**src/rtl/uart_tx_scheduler.sv**
```systemverilog
// Round-robin arbiter that frames one requester word at a time as a header byte plus
// MSB-first payload bytes onto a single valid/ready UART byte interface.
module uart_tx_scheduler #(
    parameter int unsigned NUM_REQ       = 4,
    parameter int unsigned CHALLENGE_BIT = 32,
    parameter logic [3:0]  HDR_TAG       = 4'hA
) (
    input  logic                               clk,
    input  logic                               reset,
    input  logic [NUM_REQ-1:0]                 req_valid,
    input  logic [NUM_REQ*CHALLENGE_BIT-1:0]   req_data,
    output logic [NUM_REQ-1:0]                 req_ready,
    output logic [7:0]                         tx_data,
    output logic                               tx_data_valid,
    input  logic                               tx_data_ready,
    output logic                               busy,
    output logic [3:0]                         grant_id
);

    localparam int unsigned NBYTES = CHALLENGE_BIT / 8;
    localparam int unsigned CntW   = (NBYTES > 1) ? $clog2(NBYTES) : 1;

    typedef enum logic [1:0] {StIdle, StHdr, StPay} state_e;

    state_e                   state_q, state_d;
    logic [3:0]               rr_ptr_q, rr_ptr_d;
    logic [3:0]               grant_q, grant_d;
    logic [CntW-1:0]          byte_cnt_q, byte_cnt_d;
    logic [CHALLENGE_BIT-1:0] word_q, word_d;
    logic [NUM_REQ-1:0]       req_ready_q, req_ready_d;

    logic                     found, found_hi;
    logic [3:0]               winner, winner_hi, winner_lo;
    logic [CHALLENGE_BIT-1:0] word_sel;
    logic [7:0]               pay_byte;
    logic                     xfer, last_byte;

    assign xfer      = tx_data_valid && tx_data_ready;
    assign last_byte = (32'(byte_cnt_q) == NBYTES - 1);

    // Lowest set bit at or above rr_ptr wins; otherwise wrap to the lowest set bit overall.
    always_comb begin
        found     = 1'b0;
        found_hi  = 1'b0;
        winner_hi = '0;
        winner_lo = '0;
        for (int i = int'(NUM_REQ) - 1; i >= 0; i--) begin
            if (req_valid[i]) begin
                found     = 1'b1;
                winner_lo = 4'(i);
                if (i >= int'(rr_ptr_q)) begin
                    found_hi  = 1'b1;
                    winner_hi = 4'(i);
                end
            end
        end
        winner = found_hi ? winner_hi : winner_lo;
    end

    always_comb begin
        word_sel = '0;
        for (int i = 0; i < int'(NUM_REQ); i++) begin
            if (4'(i) == winner) word_sel = req_data[i*CHALLENGE_BIT +: CHALLENGE_BIT];
        end
    end

    always_comb begin
        pay_byte = '0;
        for (int b = 0; b < int'(NBYTES); b++) begin
            if (CntW'(b) == byte_cnt_q) pay_byte = word_q[(int'(NBYTES) - 1 - b)*8 +: 8];
        end
    end

    always_ff @(posedge clk or posedge reset) begin
        if (reset) state_q <= StIdle;
        else       state_q <= state_d;
    end

    always_comb begin
        state_d = state_q;
        unique case (state_q)
            StIdle:  if (found) state_d = StHdr;
            StHdr:   if (xfer) state_d = StPay;
            StPay:   if (xfer && last_byte) state_d = StIdle;
            default: state_d = StIdle;
        endcase
    end

    always_comb begin
        tx_data       = 8'h00;
        tx_data_valid = 1'b0;
        busy          = (state_q != StIdle);
        unique case (state_q)
            StHdr: begin
                tx_data       = {HDR_TAG, grant_q};
                tx_data_valid = 1'b1;
            end
            StPay: begin
                tx_data       = pay_byte;
                tx_data_valid = 1'b1;
            end
            default: ;
        endcase
    end

    always_comb begin
        rr_ptr_d    = rr_ptr_q;
        grant_d     = grant_q;
        byte_cnt_d  = byte_cnt_q;
        word_d      = word_q;
        req_ready_d = '0;
        unique case (state_q)
            StIdle: begin
                if (found) begin
                    word_d      = word_sel;
                    grant_d     = winner;
                    req_ready_d = NUM_REQ'(1) << winner;
                end
            end
            StHdr: if (xfer) byte_cnt_d = '0;
            StPay: begin
                if (xfer) begin
                    if (last_byte) begin
                        rr_ptr_d = (grant_q == 4'(NUM_REQ - 1)) ? 4'd0 : grant_q + 4'd1;
                    end else begin
                        byte_cnt_d = byte_cnt_q + 1'b1;
                    end
                end
            end
            default: ;
        endcase
    end

    always_ff @(posedge clk or posedge reset) begin
        if (reset) begin
            rr_ptr_q    <= '0;
            grant_q     <= '0;
            byte_cnt_q  <= '0;
            word_q      <= '0;
            req_ready_q <= '0;
        end else begin
            rr_ptr_q    <= rr_ptr_d;
            grant_q     <= grant_d;
            byte_cnt_q  <= byte_cnt_d;
            word_q      <= word_d;
            req_ready_q <= req_ready_d;
        end
    end

    assign req_ready = req_ready_q;
    assign grant_id  = grant_q;

endmodule

```
**config.mk**
```make
export PLATFORM = sky130hd
export DESIGN_NAME = uart_tx_scheduler
export DESIGN_NICKNAME = d
export VERILOG_FILES = /design/src/rtl/uart_tx_scheduler.sv
export SDC_FILE = /design/constraint.sdc
export NUM_CORES = 1
export LEC_CHECK = 0
export ABC_AREA = 1
export BUFFER_PORTS_ARGS = -buffer_cell sky130_fd_sc_hd__buf_2
export CAP_MARGIN = 20
export CORE_MARGIN = 2
export CORE_UTILIZATION = 40
export DETAILED_ROUTE_END_ITERATION = 10
export HOLD_SLACK_MARGIN = 0.02
export PLACE_DENSITY = 0.7
export SYNTH_ARGS = -nofsm -noshare
export SYNTH_HDL_FRONTEND = slang
export SYNTH_SLANG_ARGS = --single-unit
export TNS_END_PERCENT = 10
```
**constraint.sdc**
```tcl
create_clock -name clk -period 3.5 [get_ports clk]
set_input_delay 0.525 -clock clk [delete_from_list [all_inputs] [get_ports clk]]
set_output_delay 0.525 -clock clk [all_outputs]
set_load 0.01 [all_outputs]
```
---- Word level (Yosys, flattened, before mapping) ----
Cells that the tools add are included.
operators by class
  $add $sub $neg .......................... 2
  order comparisons ....................... 4
  equality and inequality tests ........... 15
  shift-type cells ........................ 1
  multiplexer cells ....................... 46
  reductions and logical operators ........ 12
operator list
  operator               count
  $mux W32               4
  $mux W4                13
  $mux W8                4
  $mux W2                9
  $pmux W8 S2            1
  $mux W1                13
  $ne A2 B2 Y1 const B   5
  $eq A2 B4 Y1 const A   2
  $ge A1 B4 Y1 const A   2
  $ge A2 B4 Y1 const A   2
  $pmux W2 S3            1
  $reduce_and A3 Y1      2
  $add A4 B1 Y4 const B  1
  $eq A1 B4 Y1 const A   1
  $eq A2 B2 Y1 const A   2
  $eq A2 B2 Y1 const B   2
  $eq A4 B2 Y1 const B   1
  $logic_not A2 Y1       2
  $logic_not A4 Y1       1
  $pmux W2 S2            1
  $reduce_and A4 Y1      1
  $reduce_bool A2 Y1     2
  $shl A1 B4 Y4 const A  1
  $add A2 B1 Y2 const B  1
  other kinds (5)        6
word-level totals
  bits in registers ....................... 48
  input port bits ......................... 135
  output and inout port bits .............. 18
  word-level logic and storage cells ...... 86

---- Depth between registers and ports, before layout ----
  depth after elaboration ................. 15
  mapped depth ............................ 13
  gate-level depth less buffers ........... 11

---- Least setup slack after synthesis ----
No wires, ideal clock.
  kind .................................... flip-flop to output port
  from .................................... register byte_cnt_q[0]
  to ...................................... output port tx_data[2]
  data arrival time ....................... 1.633 ns
  required time ........................... 2.975 ns
  setup slack ............................. 1.342 ns
  cell stages (with the launch flop) ...... 9
  buffers on the path ..................... 2
  cell sequence ........................... dfrtp_1 -> inv_1 -> ha_1 -> clkbuf_1 -> clkbuf_1 -> a21oi_1 -> o31ai_1 -> o21ai_0 -> nor3_1
between the ends
  longest elaborated chain between the ends .. 6
  elaborated cells on any way between the ends .. 9
  those cells by class .................... 3 x eq/ne; 5 x mux; 1 x reduce/logical
RTL lines
  item                    line  source
  from (decl)             28    logic [CntW-1:0] byte_cnt_q, byte_cnt_d;
  from (signal assigned)  144   byte_cnt_q <= byte_cnt_d;
  $logic_not A2 Y1        70    if (CntW'(b) == byte_cnt_q) pay_byte = word_q[(int'(NBYTES) - 1 - b)*8 +: 8];
  $mux W8 (3 in a row)    70
  $mux W8 *               70
  $pmux W8 S2 *           93    unique case (state_q)
  to (decl)               13    output logic [7:0] tx_data,
Every way passes the cells marked *; elsewhere a longest branch is shown, timed or not.

---- Final worst setup path ----
  from .................................... register byte_cnt_q[1]
  to ...................................... output port tx_data[6]
Same word-level chain as after synthesis.

==> flow_summary.ini <==
[status]
status = completed

[critical_path]
worstSetupPathType = register to primary output
path_common_cell = inv_1
path_buf_inv = 3
crit_chain = inv_1 -> ha_1 -> inv_1 -> nor2_1 -> o31ai_1 -> o21ai_0 -> nor3_1 -> buf_2
worstSetupEndpointType = primary output
cpLargestDelayFamily = buffers and inverters
rr_endpoint = word_q[20]$_DFFE_PP0P_
cp_max_fo = 9
cp.required_ns = 2.97
arrival_ns = 2.25
start_kind = register
slowest_stage = dfrtp_1
r2r_slack_ns = 1.09
critPathMaxStageDelay_ns = 0.40
r2r-start = rr_ptr_q[0]$_DFFE_PP0P_
rr_worst_depth = 13

[sta]
setup_tns_ns = 0
finalClockSkew_ns = 0.00702
worst_slew_pin_slew_ns = 0.808
rsz0062_at_grt = false
slew_violations = 0
finalCritPeriodShare_pct = 79.3
fin_crit_ns = 2.78
hold_viol = 0
max_freq_mhz = 360
relSlewSlack_pct = 46.1
setup_viol = 0
whs_ns = 0.339

[layout]
syn2layout_area_growth_pct = 26.2
fin_nets = 776
n_fill_cell = 805
final_core_util_pct = 52.6
diodes = 0
drive_gt1_share_pct = 27.3
fin_area_mm2 = 0.00411

[clock_network]
path_clk_slew_ns = 0.09
cts_resized = 0
clk_latency_ns = 0.30
clock_path_buffers = 2
htreeDepth = 2
holdBufCountCts = 0
cts_tree = built
cts_setup_buffers = 0
root_buffer = clkbuf_8
cts_made_buffers = 5
cts_sinks = 44

[global_route]
grt_pass1_vias = 3328
antenna_found_initial = 0
grt_max_degree = 45
grt_pass1_wl_mm = 15.8
grt.total_usage_pct = 22.3
grt.overflow.total = 0

[synthesis]
yosysWarningCount = 0
ys_types = 25
yosys-top-cells-area = dfrtp_1, nand2_1, nand3_1, o21ai_0, inv_1
yosysTopAreaCell = dfrtp_1
synth_top_area_share_pct = 33.8
ys_seq_elements = 44
yosysSeqAreaShare_pct = 33.8
synth_cells = 504
syn_avg_cell_area_um2 = 6.46
synth_area_mm2 = 0.00326

[detailed_routing]
wl_mm = 10.2
drt_iter0_markers = 270
num_vias = 3799
first_pass_iters = 5
wl_per_cell_um = 13.9
route.detailed.drc = 0
vias_per_cell = 5.16
detail-route-antenna-nets = 0

[power]
ir_drop_mv = 0.238
leakage_nw = 2.27
powerDensity_mw_per_mm2 = 679

[worst_hold_path]
hp-class = input port to async pin

[floorplanning]
boundaryPins = 153
start_util_pct = 41.7
core_area_mm2 = 0.00781
die_w_um = 94.2
num_rows = 32
die-area_mm2 = 0.00888
die_h_um = 94.2

[placed_design]
placed_area_mm2 = 0.00399
port_buffers = 150
place_congestion = 0.954
dp_hpwl_mm = 7.94

[flow_run]
cap_violations = 0
==> layout make-up <==
class / instances / area, µm² / share of cell area [%]
Tap cell: 102 / 128 / 3.11
Clock buffer: 6 / 82.6 / 2.01
Inverter: 53 / 199 / 4.84
Clock inverter: 2 / 38.8 / 0.944
Timing Repair Buffer: 155 / 788 / 19.2
Multi-Input combinational cell: 374 / 1770 / 43.1
Sequential cell: 44 / 1100 / 26.8
==> synthesized netlist by cell type <==
cell type / number
nand2_1: 156
nand3_1: 68
inv_1: 47
o21ai_0: 46
dfrtp_1: 44
a21oi_1: 23
o21ai_1: 23
clkbuf_1: 16
nor2_1: 15
o31ai_1: 9
ha_1: 8
nand4_1: 7
buf_2: 6
buf_4: 6
nor3_1: 5
buf_6: 4
nand2_2: 4
o211ai_1: 4
clkinv_1: 3
inv_2: 3
buf_1: 2
nor2_2: 2
a211oi_1: 1
conb_1: 1
nand2_4: 1
==> worst reg2reg max path, cell delays in order, from the launching register on <==
cell,delay [ns]
dfrtp_1,0.41
nor2_1,0.16
nand2_1,0.11
nand2_1,0.13
nor2_2,0.05
nand2_2,0.15
nand2_4,0.26
buf_4,0.32
nor2_2,0.10
buf_4,0.30
nand2_1,0.09
nand3_1,0.13
nand2_1,0.10
nand2_1,0.07
==> cell families after synthesis <==
kind of cell	Yosys count	synth area share (%)
DFF	44	33.8
AOI/OAI and AO/OA	106	17.4
buffers and inverters	87	11.9
and+or+nand+nor	258	33.8
other	1	0.115
adders and majority gates	8	3.07
==> placed cells by master (no fill, tap or decap), types with 4 or more instances in the layout <==
cell type,n
nand4_1,7
inv_1,46
dfrtp_1,44
a21oi_1,23
buf_4,5
nand2_2,4
ha_1,8
nor2_1,15
o31ai_1,9
o21ai_1,23
nand3_1,68
nand2_1,156
nor3_1,5
clkbuf_8,6
o211ai_1,4
buf_2,150
clkinv_1,4
o21ai_0,46
==> worst max-delay path by stage <==
stage,start,depth (start not counted),slack (ns),end
final,byte_cnt_q[1]$_DFFE_PP0P_,8,0.72,tx_data[6]
after global routing,byte_cnt_q[1]$_DFFE_PP0P_,8,0.62,tx_data[6]
after CTS,byte_cnt_q[1]$_DFFE_PP0P_,8,0.71,tx_data[6]
after detailed placement,req_valid[0],13,0.98,word_q[20]$_DFFE_PP0P_
after global placement,req_valid[0],13,1.09,word_q[20]$_DFFE_PP0P_
after floorplan,byte_cnt_q[0]$_DFFE_PP0P_,8,1.34,tx_data[2]
==> flip-flops by register name, summed over array words and instances, names as in the netlist <==
register    flops
word_q         32
req_ready       4
byte_cnt_q      2
grant_id        2
rr_ptr_q        2
state_q         2
==> stage by stage <==
| stage | setup WS (ns) | std cells | total power, mW |
|---|---|---|---|
| finish | 0.724 | 736 | 2.79 |
| global route | 0.621 | 736 | 3.06 |
| CTS | 0.707 | 736 | 2.79 |
| detailed placement | 0.982 | 728 | 2.37 |
| global placement | 1.09 | 728 | 2.33 |
| floorplan | 1.34 | 505 | 1.94 |
==> layer usage <==
layer / GRT usage (%) / vias up / share of wire (%)
met3: 2.65 / 24 / 6.2
li1: - / 1900 / -
met2: 34.3 / 162 / 47
met1: 33.1 / 1713 / 45
met5: 0 / - / 0
met4: 5.56 / 0 / 1.8
==> report_power, final <==
part / switching, mW / leakage [nW] / internal, mW / total, mW
registers: 0.169 / 0.545 / 0.740 / 0.909
logic: 0.943 / 1.67 / 0.524 / 1.47
clock network: 0.183 / 0.0614 / 0.234 / 0.416
No activity file was read; power rests on OpenSTA's default activity.
